==> src/rtl/frame_sequencer_pkg.sv <==
// Shared definitions for the FLAC frame sequencer.
//   FLAC_SYNC_14  - 14-bit frame sync pattern 0b11111111111110
//   SYNC_SPLIT_HI - upper six bits of the word that follows a split sync
//   seq_state_e   - sequencer FSM states SEQ_IDLE..SEQ_FINISH
//   sat_inc16     - 16-bit increment that sticks at all-ones
package frame_sequencer_pkg;

  localparam logic [13:0] FLAC_SYNC_14  = 14'b11111111111110;
  localparam logic [5:0]  SYNC_SPLIT_HI = 6'b111110;

  typedef enum logic [2:0] {
    SEQ_IDLE,
    SEQ_SCAN,
    SEQ_PRIME,
    SEQ_DECODE,
    SEQ_FINISH
  } seq_state_e;

  function automatic logic [15:0] sat_inc16(input logic [15:0] value);
    return (value == 16'hFFFF) ? value : value + 16'd1;
  endfunction

endpackage

==> src/rtl/frame_sequencer_sync_detector.sv <==
// Frame sync detector used while scanning word RAM.
// Compares each valid RAM word against the sync pattern, both word-aligned
// (sync in the high byte) and split across the previous low byte and the
// current high byte.
//   clk, rst_n  - clock, asynchronous active-low reset
//   data_valid  - data carries a real RAM word this cycle
//   data        - RAM word being compared
//   hit         - sync found in this word
//   upper       - 1: sync starts in the high byte of this word
//   offset      - 1: sync starts in the previous word (start address - 1)
module sync_detector
  import frame_sequencer_pkg::*;
(
  input  logic        clk,
  input  logic        rst_n,
  input  logic        data_valid,
  input  logic [15:0] data,
  output logic        hit,
  output logic        upper,
  output logic        offset
);

  logic [15:0] prev_q, prev_d;
  logic        aligned_hit;
  logic        split_hit;

  // The previous word is cleared whenever no valid word is present, so the
  // first compare of a fresh scan can never see a stale low byte.
  // Aligned and split hits are mutually exclusive: a split needs bits 15:10
  // to be 111110, an aligned hit needs bits 15:8 to be all ones.
  always_comb begin
    prev_d      = data_valid ? data : 16'h0000;
    aligned_hit = data_valid && (data[15:2] == FLAC_SYNC_14);
    split_hit   = data_valid && (prev_q[7:0] == 8'hFF) && (data[15:10] == SYNC_SPLIT_HI);
    hit         = aligned_hit || split_hit;
    upper       = aligned_hit;
    offset      = split_hit;
  end

  // Previous-word register for the split compare.
  always_ff @(posedge clk or negedge rst_n) begin
    if (!rst_n) begin
      prev_q <= '0;
    end else begin
      prev_q <= prev_d;
    end
  end

endmodule

==> src/rtl/frame_sequencer.sv <==
// FLAC frame sequencer.
// Scans word RAM (16-bit words, big-endian bytes) for frame syncs, primes and
// runs the frame decoder on each one, and rescans after good, bad or stalled
// frames. Owns the single RAM read port.
//   iClock, iReset_n        - clock, asynchronous active-low reset
//   iStart                  - start pulse, honoured only when idle
//   iStreamBase/iStreamEnd  - first / last (inclusive) stream word address
//   oDecReset/oDecEnable    - decoder reset and enable
//   oDecStartAddr/UpperBits - frame start word and byte lane (1 = high byte)
//   iDecFrameDone/BadFrame  - decoder completion / failure pulses
//   iDecSampleValid         - decoder produced a sample
//   iDecReadAddr            - decoder RAM address, forwarded while decoding
//   oRamReadAddr, iRamData  - RAM read port (1-cycle registered read)
//   oBusy, oDone            - not idle / one-cycle completion pulse
//   oFrameCount, oBadCount  - saturating good / bad frame counters
//   oSampleCount            - wrapping sample counter
//   oSyncLost               - sticky sync-search failure flag
module frame_sequencer
  import frame_sequencer_pkg::*;
#(
  parameter int ADDR_W   = 16,
  parameter int WATCHDOG = 65535,
  parameter int MAX_SCAN = 4096
) (
  input  logic              iClock,
  input  logic              iReset_n,
  input  logic              iStart,
  input  logic [ADDR_W-1:0] iStreamBase,
  input  logic [ADDR_W-1:0] iStreamEnd,
  output logic              oDecReset,
  output logic              oDecEnable,
  output logic [ADDR_W-1:0] oDecStartAddr,
  output logic              oDecUpperBits,
  input  logic              iDecFrameDone,
  input  logic              iDecBadFrame,
  input  logic              iDecSampleValid,
  input  logic [ADDR_W-1:0] iDecReadAddr,
  output logic [ADDR_W-1:0] oRamReadAddr,
  input  logic [15:0]       iRamData,
  output logic              oBusy,
  output logic              oDone,
  output logic [15:0]       oFrameCount,
  output logic [15:0]       oBadCount,
  output logic [31:0]       oSampleCount,
  output logic              oSyncLost
);

  localparam int WD_W   = $clog2(WATCHDOG + 1);
  localparam int SCAN_W = $clog2(MAX_SCAN + 1);
  localparam logic [WD_W-1:0]   WD_LAST   = WD_W'(WATCHDOG - 1);
  localparam logic [SCAN_W-1:0] SCAN_LAST = SCAN_W'(MAX_SCAN - 1);

  seq_state_e        state_q, state_d;
  logic [ADDR_W-1:0] ptr_q, ptr_d;
  logic              fill_q, fill_d;
  logic [SCAN_W-1:0] scan_cnt_q, scan_cnt_d;
  logic              prime_cnt_q, prime_cnt_d;
  logic [ADDR_W-1:0] start_addr_q, start_addr_d;
  logic              upper_q, upper_d;
  logic [WD_W-1:0]   wd_q, wd_d;
  logic [15:0]       frame_cnt_q, frame_cnt_d;
  logic [15:0]       bad_cnt_q, bad_cnt_d;
  logic [31:0]       sample_cnt_q, sample_cnt_d;
  logic              sync_lost_q, sync_lost_d;

  logic              det_valid;
  logic              det_hit;
  logic              det_upper;
  logic              det_offset;
  logic [ADDR_W-1:0] cmp_addr;
  logic [ADDR_W-1:0] next_ptr;
  logic              abort_frame;

  // RAM data arriving now belongs to the address issued last cycle.
  assign cmp_addr  = ptr_q - ADDR_W'(1);
  assign det_valid = (state_q == SEQ_SCAN) && !fill_q;

  sync_detector u_sync_detector (
    .clk        (iClock),
    .rst_n      (iReset_n),
    .data_valid (det_valid),
    .data       (iRamData),
    .hit        (det_hit),
    .upper      (det_upper),
    .offset     (det_offset)
  );

  // Next-state logic for the FSM, scan pointer, watchdog and counters.
  // The stream-end test uses the address just compared, before the pointer
  // advances, so a scan ending at the top of memory never wraps to zero.
  always_comb begin
    state_d      = state_q;
    ptr_d        = ptr_q;
    fill_d       = fill_q;
    scan_cnt_d   = scan_cnt_q;
    prime_cnt_d  = prime_cnt_q;
    start_addr_d = start_addr_q;
    upper_d      = upper_q;
    wd_d         = wd_q;
    frame_cnt_d  = frame_cnt_q;
    bad_cnt_d    = bad_cnt_q;
    sample_cnt_d = sample_cnt_q;
    sync_lost_d  = sync_lost_q;
    next_ptr     = ptr_q;
    abort_frame  = 1'b0;

    unique case (state_q)
      SEQ_IDLE: begin
        if (iStart) begin
          frame_cnt_d  = '0;
          bad_cnt_d    = '0;
          sample_cnt_d = '0;
          sync_lost_d  = 1'b0;
          ptr_d        = iStreamBase;
          fill_d       = 1'b1;
          scan_cnt_d   = '0;
          state_d      = SEQ_SCAN;
        end
      end

      SEQ_SCAN: begin
        ptr_d  = ptr_q + ADDR_W'(1);
        fill_d = 1'b0;
        if (fill_q) begin
          if (ptr_q > iStreamEnd) begin
            sync_lost_d = 1'b1;
            state_d     = SEQ_FINISH;
          end
        end else if (det_hit) begin
          start_addr_d = cmp_addr - ADDR_W'(det_offset);
          upper_d      = det_upper;
          prime_cnt_d  = 1'b0;
          state_d      = SEQ_PRIME;
        end else if ((cmp_addr >= iStreamEnd) || (scan_cnt_q == SCAN_LAST)) begin
          sync_lost_d = 1'b1;
          state_d     = SEQ_FINISH;
        end else begin
          scan_cnt_d = scan_cnt_q + SCAN_W'(1);
        end
      end

      SEQ_PRIME: begin
        prime_cnt_d = 1'b1;
        if (prime_cnt_q) begin
          wd_d    = '0;
          state_d = SEQ_DECODE;
        end
      end

      SEQ_DECODE: begin
        // The watchdog counts this cycle too, so the decoder gets exactly
        // WATCHDOG silent cycles before the frame is abandoned.
        if (iDecSampleValid) begin
          sample_cnt_d = sample_cnt_q + 32'd1;
          wd_d         = '0;
        end else begin
          wd_d = wd_q + WD_W'(1);
        end
        abort_frame = iDecBadFrame || (!iDecSampleValid && (wd_q == WD_LAST));
        if (abort_frame) begin
          bad_cnt_d = sat_inc16(bad_cnt_q);
          next_ptr  = start_addr_q + ADDR_W'(1);
        end else if (iDecFrameDone) begin
          frame_cnt_d = sat_inc16(frame_cnt_q);
          next_ptr    = iDecReadAddr - ADDR_W'(1);
        end
        if (abort_frame || iDecFrameDone) begin
          ptr_d      = next_ptr;
          fill_d     = 1'b1;
          scan_cnt_d = '0;
          state_d    = (next_ptr > iStreamEnd) ? SEQ_FINISH : SEQ_SCAN;
        end
      end

      SEQ_FINISH: begin
        state_d = SEQ_IDLE;
      end

      default: begin
        state_d = SEQ_IDLE;
      end
    endcase
  end

  // State and datapath registers.
  always_ff @(posedge iClock or negedge iReset_n) begin
    if (!iReset_n) begin
      state_q      <= SEQ_IDLE;
      ptr_q        <= '0;
      fill_q       <= 1'b0;
      scan_cnt_q   <= '0;
      prime_cnt_q  <= 1'b0;
      start_addr_q <= '0;
      upper_q      <= 1'b0;
      wd_q         <= '0;
      frame_cnt_q  <= '0;
      bad_cnt_q    <= '0;
      sample_cnt_q <= '0;
      sync_lost_q  <= 1'b0;
    end else begin
      state_q      <= state_d;
      ptr_q        <= ptr_d;
      fill_q       <= fill_d;
      scan_cnt_q   <= scan_cnt_d;
      prime_cnt_q  <= prime_cnt_d;
      start_addr_q <= start_addr_d;
      upper_q      <= upper_d;
      wd_q         <= wd_d;
      frame_cnt_q  <= frame_cnt_d;
      bad_cnt_q    <= bad_cnt_d;
      sample_cnt_q <= sample_cnt_d;
      sync_lost_q  <= sync_lost_d;
    end
  end

  // The decoder owns the RAM port only while it is enabled.
  always_comb begin
    oDecEnable    = (state_q == SEQ_DECODE);
    oDecReset     = (state_q != SEQ_DECODE);
    oBusy         = (state_q != SEQ_IDLE);
    oDone         = (state_q == SEQ_FINISH);
    oRamReadAddr  = (state_q == SEQ_DECODE) ? iDecReadAddr : ptr_q;
    oDecStartAddr = start_addr_q;
    oDecUpperBits = upper_q;
    oFrameCount   = frame_cnt_q;
    oBadCount     = bad_cnt_q;
    oSampleCount  = sample_cnt_q;
    oSyncLost     = sync_lost_q;
  end

endmodule
==> config.mk <==
export PLATFORM = sky130hd
export DESIGN_NAME = frame_sequencer
export DESIGN_NICKNAME = d
export VERILOG_FILES = /design/src/rtl/frame_sequencer_pkg.sv /design/src/rtl/frame_sequencer_sync_detector.sv /design/src/rtl/frame_sequencer.sv
export SDC_FILE = /design/constraint.sdc
export NUM_CORES = 1
export LEC_CHECK = 0
export BUFFER_PORTS_ARGS = -buffer_cell sky130_fd_sc_hd__clkbuf_2
export CORE_MARGIN = 4
export CORE_UTILIZATION = 45
export CTS_CLUSTER_SIZE = 10
export DETAILED_ROUTE_END_ITERATION = 16
export PLACE_DENSITY = 0.66
export REMOVE_ABC_BUFFERS = 1
export SYNTH_ARGS = -nofsm -noshare
export SYNTH_HDL_FRONTEND = slang
export SYNTH_SLANG_ARGS = --single-unit
==> constraint.sdc <==
create_clock -name iClock -period 5.65 [get_ports iClock]
set_input_delay 0.8475 -clock iClock [delete_from_list [all_inputs] [get_ports iClock]]
set_output_delay 0.8475 -clock iClock [all_outputs]
set_load 0.02 [all_outputs]
==> flow_summary.ini, run 1 <==
[worst_setup_path]
startpoint_type = flop
cp_max_fo = 21
endpoint_kind = flop
critical_path_required_ns = 6.00
crit_slowest_cell = or4b_2
crit_arrival_ns = 4.91
path_cells = inv_1 > ha_1 > or4b_2 > nor4_1 > xor2_1 > ha_1 > nand3_1 > nor3_1 > a31o_2 > a221oi_1 > nand4b_1 > buf_4 > or4_1 > a21oi_1
crit_top_cell = ha_1
critical_path_class = flop to flop
critPathMaxStageDelay_ns = 0.71

[cells_and_area]
final_area_sq_mm = 0.0115
multi_input_area_sq_mm = 0.00588
diodes = 0
final_common_cell = clkbuf_2
drive_above_1_share_pct = 17.5
regArea_sq_mm = 0.00350
fillers = 2022
area_delta_synth_final_pct = 17.1
num-nets-final = 1471
stdcell_count = 1629
layout_common_cells = clkbuf_2 (170), nand2_1 (141), dfrtp_1 (140), nor2_1 (135), o21ai_0 (83)

[cts]
cts_tree = yes
numCtsBuffers = 17
clkTransAtPathRegs_ns = 0.07
post_cts_buffers = 0
cts-root-buf = clkbuf_16
clock_latency_ns = 0.43
clock_path_buffers = 2
cts_resized = 0
cts.htree.levels = 4
clock_sink_count = 140
cts-hold-fix-buffers = 0

[synth]
ys.flop_type = dfrtp_1
synth_edf_count = 0
syn-mean-instance-area_sq_um = 8.23
netlist_instances = 1193
synth_top_area_share_pct = 35.7
synth_warnings = 0
synth_seq_cells = 140
yosysUniqueCellTypes = 69
yosysTopAreaCell = dfrtp_1
netlist_area_sq_mm = 0.00981
synth-async-reset-ratio_pct = 100
yosysSeqAreaShare_pct = 35.7
yosys-top-cells-area = dfrtp_1 (36%), ha_1 (7.7%), nand2_1 (5.4%)

[global_route]
grt_antenna_before_repair = 0
grt_pass1_wl_microns = 47700
grt_pass1_vias = 8758
overflow = 0
grt_usage_pct = 24.6
grt_max_degree = 89

[sta]
fin_skew_ns = 0.00972
tns_ns = 0
min_period_ns = 4.57
finalHoldViolations = 0
clock.fmax_mhz = 219
rsz0062_at_grt = no
final-setup-viol-count = 0
slew_headroom_pct = 10.4
drv_slew = 0
worst_pin_slew_ns = 1.31
post-route-period-util_pct = 80.8

[power]
vdd_ir_drop_max_mv = 0.183
power_density_mw_per_mm2 = 354
leakagePower_nw = 5.43

[place]
port_buffers = 171
place_area_sq_mm = 0.0109
place_inst = 1597
post-dp-hpwl_microns = 22500
place.gp.congestion = 0.913

[detailed_routing]
wl_microns = 29900
ant_nets = 0
drt_first_iter_violations = 827
wire_per_inst_microns = 18.3
routed_via_density = 5.72
first_pass_iters = 8
drc_errors = 0
vias = 9325

[die]
row_count = 53
die_w_microns = 156
design.portCount = 172
core_sq_mm = 0.0212
die_h_microns = 156
start_util_pct = 46.2
die-area_sq_mm = 0.0242

[outcome]
status = finished, final reports clean

[job]
drv_cap = 0

[hold_path]
hold_class = input pin to async pin
==> worst max-delay path, delay by kind of cell (launching register included) <==
kind | cells | cell delay, ns
compound gates | 3 | 0.79
xor+xnor | 1 | 0.33
fa+ha+maj | 2 | 0.60
buf+inv | 2 | 0.40
flops | 1 | 0.54
simple gates | 6 | 1.82
==> worst paths after layout <==
path / from / to / slack (ns) / cells past startpoint
setup / recovery: ptr_q[0] / scan_cnt_q[9] / 1.08 / 14
hold / removal: iReset_n / wd_q[1] / 0.48 / 1
setup reg to reg: ptr_q[0] / scan_cnt_q[9] / 1.08 / 14
hold reg to reg: scan_cnt_q[12] / scan_cnt_q[12] / 0.50 / 1
max in group asynchronous: iReset_n / oBadCount[3] / 3.96 / 2
min in group iClock: scan_cnt_q[12] / scan_cnt_q[12] / 0.50 / 1
==> cell type report <==
cell class,count,area share (%)
Inverter,53,1.73
Tap cell,275,2.99
Clock inverter,15,1.49
Clock buffer,17,3.70
Sequential cell,140,30.5
Timing Repair Buffer,185,8.42
Multi-Input combinational cell,944,51.2
==> cell families (layout without fill, tap and decap cells) <==
| group | after synthesis | count (layout) | synth area share, % |
|---|---|---|---|
| xor+xnor | 111 | 111 | 9.91 |
| mux | 4 | 4 | 0.433 |
| buf+inv | 109 | 270 | 4.45 |
| simple gates | 536 | 536 | 26.9 |
| flops | 140 | 140 | 35.7 |
| fa+ha+maj | 60 | 60 | 7.65 |
| compound gates | 233 | 233 | 15.0 |
==> registers in the layout, indices dropped and copies added, names as in the netlist <==
name,count
scan_cnt_q,13
ptr_q,16
prime_cnt_q,1
oSampleCount,32
fill_q,1
wd_q,16
oSyncLost,1
state_q,3
oDecUpperBits,1
u_sync_detector.prev_q,8
oBadCount,16
oDecStartAddr,16
oFrameCount,16
==> power breakdown <==
group	internal, W	switching (W)	total (W)
Clock	0.000632	0.000520	0.00115
Sequential	0.00110	0.000211	0.00131
Combinational	0.000593	0.00102	0.00161
==> metrics by stage <==
stage / utilization [%] / setup WS, ns / hold WS, ns / power [W]
after floorplan: - / 1.38 / 0.445 / 0.00234
after global placement: 51.3 / 1.29 / 0.473 / 0.00290
after detailed placement: 51.3 / 1.13 / 0.480 / 0.00291
after CTS: 54.1 / 1.12 / 0.500 / 0.00408
after global routing: 54.1 / 0.745 / 0.518 / 0.00435
final: 54.1 / 1.08 / 0.480 / 0.00407
==> layer usage <==
layer | track usage, % | part of all wire, % | up-vias
li1 | - | - | 4535
met1 | 35.5 | 46 | 4421
met3 | 3.66 | 6.1 | 51
met2 | 38.1 | 45 | 318
met4 | 7.92 | 2.9 | 0
met5 | 0 | 0 | -
==> synthesized netlist by cell type (13+ instances only) <==
master    number
or3_1         23
xnor2_1       54
clkbuf_1      44
ha_1          60
a21o_1        13
nand4_1       33
nor3_1        26
inv_1         52
and2_1        16
nor2_1       135
nand2_1      141
nor4_1        17
xor2_1        57
dfrtp_1      140
a21oi_1       52
nand3_1       64
o21ai_0       83
and3_1        28
Power figures use the tool's default switching activity.
==> run 2: changes to the inputs <==
--- a/config.mk
+++ b/config.mk
@@ -10,7 +10,7 @@
 export CORE_UTILIZATION = 45
 export CTS_CLUSTER_SIZE = 10
 export DETAILED_ROUTE_END_ITERATION = 16
-export PLACE_DENSITY = 0.66
+export PLACE_DENSITY = 0.69
 export REMOVE_ABC_BUFFERS = 1
 export SYNTH_ARGS = -nofsm -noshare
 export SYNTH_HDL_FRONTEND = slang
==> constraint.sdc (replaced) <==
create_clock -name iClock -period 3.7 [get_ports iClock]
set_input_delay 0.555 -clock iClock [delete_from_list [all_inputs] [get_ports iClock]]
set_output_delay 0.555 -clock iClock [all_outputs]
set_load 0.02 [all_outputs]
==> run 2 against run 1 <==
The flow now finishes with violations (setup timing). Clock power is 57% higher. Via count is 2.7% higher. Sequential power is 39% higher. Design area increased by 6.0%. Core utilization is 3.2 points higher. Global-route usage up 0.078 points. Combinational power is 96% higher. Sequential cell count did not move. First-iteration DRC count rose by 5.9%. Die area stayed put. Critical path depth is the same. Clock-buffer cell count did not move. Critical endpoint unchanged. Largest cell class unchanged.
==> flow_summary.ini, run 2 (same netlist as run 1, synthesis figures left out) <==
[cells_and_area]
largest_reg_flops = 32
final_common_cell = clkbuf_2
final_core_util_pct = 57.4
diodes = 0
layout_common_cells = clkbuf_2 (170), nand2_1 (140), dfrtp_1 (140), nor2_1 (135), o21ai_0 (83)
stdcell_count = 1699
area_delta_synth_final_pct = 24.1
fillers = 1928
num-nets-final = 1541
drive_above_1_share_pct = 22.5

[global_route]
grt_pass1_wl_microns = 48300
grt_max_degree = 89
overflow = 0
grt_pass1_vias = 9035
grt_usage_pct = 24.7
grt_antenna_before_repair = 0

[cts]
cts-hold-fix-buffers = 0
cts_tree = yes
clock_path_buffers = 2
clock_sink_count = 140
clock_latency_ns = 0.43
cts-root-buf = clkbuf_16
numCtsBuffers = 17
clkTransAtPathRegs_ns = 0.07
cts.htree.levels = 4

[worst_setup_path]
crit_slowest_cell = or4_4
crit_arrival_ns = 4.16
startpoint_type = flop
cp_max_fo = 10
crit_top_cell = or4_4
critical_path_class = flop to flop
worst-path-buf-inv = 1
endpoint_kind = flop
critical_path_required_ns = 4.05
r2r_cells = 14
crit_cells = 14
crit_family = simple AND/OR/NAND/NOR gates
critPathMaxStageDelay_ns = 0.55
path_cells = or4_4 > or4_4 > nor3_4 > nand2_2 > xnor2_2 > ha_1 > nand4_1 > nor3_1 > a31o_2 > a221oi_2 > nand4b_1 > buf_6 > or4_1 > a21oi_1
r2r_setup_slack_ns = -0.10

[die]
row_count = 53
die_h_microns = 156
core_sq_mm = 0.0212
die-area_sq_mm = 0.0242
design.portCount = 172
start_util_pct = 46.2
die_w_microns = 156

[detailed_routing]
wire_per_inst_microns = 17.5
vias = 9576
drt_first_iter_violations = 876
routed_via_density = 5.64
first_pass_iters = 7
wl_microns = 29700
ant_nets = 0
drc_errors = 0

[sta]
final-setup-viol-count = 8
drv_slew = 0
post-route-period-util_pct = 103
fin_skew_ns = 0.0109
clock.fmax_mhz = 263
worst_slack_ns = -0.104
min_period_ns = 3.80
rsz0062_at_grt = yes
worst_pin_slew_ns = 1.17
finalHoldViolations = 0
slew_headroom_pct = 22.0

[place]
place_inst = 1664
post-dp-hpwl_microns = 22500
dp_slack_ns = -0.451
place.gp.congestion = 0.952
port_buffers = 171

[outcome]
violations = setup timing
status = finished, violations left

[hold_path]
hold_class = input pin to async pin

[power]
total_power_w = 0.00678
leakagePower_nw = 5.82
vdd_ir_drop_max_mv = 0.467
power_density_mw_per_mm2 = 556

[job]
drv_cap = 0
## run 2: cell count changes in the layout (fill, tap and decap cells not counted), sizes merged
cell and delta:
inv -2, clkinvlp +1, bufinv +1, buf +70
## run 2: power breakdown
| group | total, W | switching [W] | internal (W) |
|---|---|---|---|
| Combinational | 0.00315 | 0.00188 | 0.00126 |
| Sequential | 0.00182 | 0.000144 | 0.00168 |
| Clock | 0.00181 | 0.000777 | 0.00103 |
## run 2: timing repair
action                                  CTS  global route
pin swaps                                 3             2
endpoints found under the setup margin   16            15
setup buffers                             3             0
gates resized for setup                  14             4
## run 2: layer usage
layer | vias up | share of wire, % | global-route usage (%)
met5 | - | 0 | 0
met4 | 0 | 2.1 | 7.46
met3 | 38 | 8.2 | 4.30
met2 | 371 | 45 | 38.1
met1 | 4490 | 45 | 35.6
li1 | 4677 | - | -
## run 2: worst register-to-register path: cells and delay by family (launching register included)
family	cells	cell delay (ns)
flip-flops	1	0.38
XOR/XNOR	1	0.15
AND/OR/NAND/NOR	8	2.11
AO/OA/AOI/OAI	3	0.61
buffers and inverters	1	0.18
adder cells (fa/ha/maj)	1	0.31
## run 2: final timing paths
check	from	end
max	ptr_q[8]	scan_cnt_q[9]
min	iReset_n	oSampleCount[7]
max reg2reg	ptr_q[8]	scan_cnt_q[9]
min reg2reg	wd_q[15]	wd_q[15]
max in group asynchronous	iReset_n	oBadCount[8]
min in group iClock	iRamData[0]	u_sync_detector.prev_q[0]
## run 2: final cells by class
class	instances	area (sq um)	share of cell area, %
clock buffer	17	425	3.49
clock inverter	15	199	1.63
inverter	53	199	1.63
multi-input combinational	944	5960	48.9
sequential	140	3500	28.8
tap	275	344	2.83
timing repair buffer	255	1550	12.7
## run 2: metrics by stage
stage / setup TNS, ns / instance area, sq um / hold slack [ns]
after floorplan: -5.63 / 9580 / 0.259
after global placement: -2.72 / 11400 / 0.470
after detailed placement: -4.30 / 11400 / 0.482
after CTS: -0.510 / 12200 / 0.0902
after global routing: -2.80 / 12200 / 0.115
final: -0.526 / 12200 / 0.0810
==> run 3: changes to the inputs <==
--- a/config.mk
+++ b/config.mk
@@ -14,4 +14,5 @@
 export REMOVE_ABC_BUFFERS = 1
 export SYNTH_ARGS = -nofsm -noshare
 export SYNTH_HDL_FRONTEND = slang
+export SYNTH_HIERARCHICAL = 1
 export SYNTH_SLANG_ARGS = --single-unit
==> run 3 against run 2 <==
The run still ends with setup timing left. Sequential cell count did not move. Core utilization decreased by 1.6 points. Clock-buffer cell count grew 2. Sequential power barely moved. First-iteration DRC count fell by 8.8%. Hold slack improved by 0.14 ns. Clock power fell by 14%. Critical path type unchanged. Highest routed layer unchanged.
==> flow_summary.ini, run 3 <==
[die]
die-area_sq_mm = 0.0246
die_h_microns = 157
start_util_pct = 45.7
row_count = 54
design.portCount = 172
die_w_microns = 157
core_sq_mm = 0.0218

[synth]
synth_seq_cells = 140
synth-xor-area-share_pct = 9.65
synth_commonest_cells = nand2_1 (167), dfrtp_1 (140), nor2_1 (120)
synth_edf_count = 0
synthMuxAreaShare_pct = 0.852
ys.flop_type = dfrtp_1
netlist_instances = 1216
yosys-top-cells-area = dfrtp_1 (35%), ha_1 (7.5%), nand2_1 (6.3%)
yosysMostFrequentCell = nand2_1
synth_warnings = 6
synth-async-reset-ratio_pct = 100
syn-mean-instance-area_sq_um = 8.21
synth-adder-area-share_pct = 7.52
netlist_area_sq_mm = 0.00998
synth-simple-area-share_pct = 27.4
yosysSeqAreaShare_pct = 35.1
yosysUniqueCellTypes = 73
synth_compound_area_share_pct = 15.3
yosysTopAreaCell = dfrtp_1
synth_top_area_share_pct = 35.1
synth_top_family_by_area = simple AND/OR/NAND/NOR gates

[cells_and_area]
final_common_cell = clkbuf_2
layout_common_cells = clkbuf_2 (170), nand2_1 (167), dfrtp_1 (140), nor2_1 (120), o21ai_0 (88)
diodes = 0
regArea_sq_mm = 0.00350
multi_input_area_sq_mm = 0.00614
num-nets-final = 1555
largest_reg_flops = 32
drive_above_1_share_pct = 23.2
fillers = 1985
area_delta_synth_final_pct = 21.9

[detailed_routing]
routed_via_density = 5.73
wl_microns = 30200
wire_per_inst_microns = 17.6
vias = 9843
ant_nets = 0
first_pass_iters = 5
drc_errors = 0
drt_first_iter_violations = 799

[place]
post-dp-hpwl_microns = 22600
place.gp.congestion = 0.934
port_buffers = 171

[cts]
clock_sink_count = 140
cts-root-buf = clkbuf_16
clock_latency_ns = 0.43
clock_path_buffers = 2
cts.htree.levels = 4
numCtsBuffers = 17
clkTransAtPathRegs_ns = 0.06
cts_tree = yes

[sta]
worst_pin_slew_ns = 1.02
finalHoldViolations = 0
slew_headroom_pct = 31.8
drv_slew = 0
rsz0062_at_grt = yes
min_period_ns = 3.75
fin_skew_ns = 0.00811
post-route-period-util_pct = 101
worst_slack_ns = -0.0516
clock.fmax_mhz = 267
final-setup-viol-count = 5
whs_ns = 0.217

[worst_setup_path]
r2r_setup_slack_ns = -0.05
crit_cells = 11
worst-path-buf-inv = 0
crit_slowest_cell = or4_4
crit_arrival_ns = 4.12
critical_path_required_ns = 4.07
critical_path_class = flop to flop
rr_endpoint = scan_cnt_q[9]
critPathMaxStageDelay_ns = 0.53
cp-startpoint = ptr_q[9]
crit_family = simple AND/OR/NAND/NOR gates
r2r_cells = 11
path_cells = or4_4 > or4_4 > nor3_2 > xor2_1 > ha_1 > nand4_1 > nor2_1 > a221o_1 > or4_4 > or4_1 > nand3_1
cp_max_fo = 5
reg2reg_from = ptr_q[9]
crit_top_cell = or4_4
cp-endpoint = scan_cnt_q[9]
endpoint_kind = flop
startpoint_type = flop

[hold_path]
hold_class = input pin to async pin

[power]
power_density_mw_per_mm2 = 546
leakagePower_nw = 5.73
vdd_ir_drop_max_mv = 0.307
total_power_w = 0.00664

[global_route]
grt_pass1_vias = 9352
grt_usage_pct = 24.2
grt_antenna_before_repair = 0
grt_pass1_wl_microns = 48100
overflow = 0
grt_max_degree = 92

[job]
drv_cap = 0

[outcome]
status = finished, violations left
violations = setup timing
## run 3: power by group
| group | switching, W | internal [W] |
|---|---|---|
| clock | 0.000699 | 0.000857 |
| combinational | 0.00196 | 0.00130 |
| sequential | 0.000143 | 0.00168 |
## run 3: routing by layer
metal	wire, microns	track usage [%]	part of all wire, %	up-vias
met5	0	0	0	-
met4	546	7.15	1.8	0
met3	2330	3.33	7.7	36
met2	14100	39.9	47	385
met1	13200	33.3	44	4647
li1	-	-	-	4775
## run 3: layout make-up
cell class	count	share of cell area (%)
clock buffer	19	3.56
clock inverter	12	0.730
inverter	41	1.26
multi-input combinational	970	50.4
sequential	140	28.8
tap	280	2.88
timing repair buffer	255	12.4
## run 3: worst min path at each step
stage                            from     endpoint  slack [ns]
after floorplan              iReset_n       fill_q        0.26
after global placement    prime_cnt_q  prime_cnt_q        0.46
after detailed placement  prime_cnt_q  prime_cnt_q        0.47
after CTS                    iReset_n      wd_q[9]        0.27
after global routing         iReset_n      wd_q[8]        0.29
final                        iReset_n      wd_q[8]        0.22
## run 3: worst register-to-register path, stage by stage (launching register included)
cell and delay (ns):
dfrtp_1 0.41, or4_4 0.53, or4_4 0.44, nor3_2 0.14, xor2_1 0.21, ha_1 0.28
nand4_1 0.14, nor2_1 0.07, a221o_1 0.41, or4_4 0.48, or4_1 0.48, nand3_1 0.09
## run 3: cell families (layout without fill, tap and decap cells)
kind of cell / after synthesis / count (layout)
XOR/XNOR: 110 / 110
multiplexers: 8 / 8
AO/OA/AOI/OAI: 241 / 241
adder cells (fa/ha/maj): 60 / 60
buffers and inverters: 107 / 327
flip-flops: 140 / 140
AND/OR/NAND/NOR: 550 / 551
## run 3: timing repair
item,CTS,global route
endpoints found under the setup margin,9,15
gates cloned,0,1
pin swaps,1,0
buffers inserted,1,1
hold buffers,0,0
resized for setup,7,8
## run 3: metrics by stage
step / instance area (sq um) / std cells / setup WS [ns] / setup TNS, ns / util (%)
6_report: 12200 / 1717 / -0.0516 / -0.185 / 55.8
5_1_grt: 12200 / 1717 / -0.217 / -2.28 / 55.8
4_1_cts: 12100 / 1715 / 0.0258 / 0 / 55.5
3_5_place_dp: 11600 / 1683 / -0.206 / -0.574 / 53.0
3_3_place_gp: 11600 / 1683 / -0.163 / -0.302 / 53.0
2_1_floorplan: 9720 / 1150 / -0.0750 / -0.522 / -
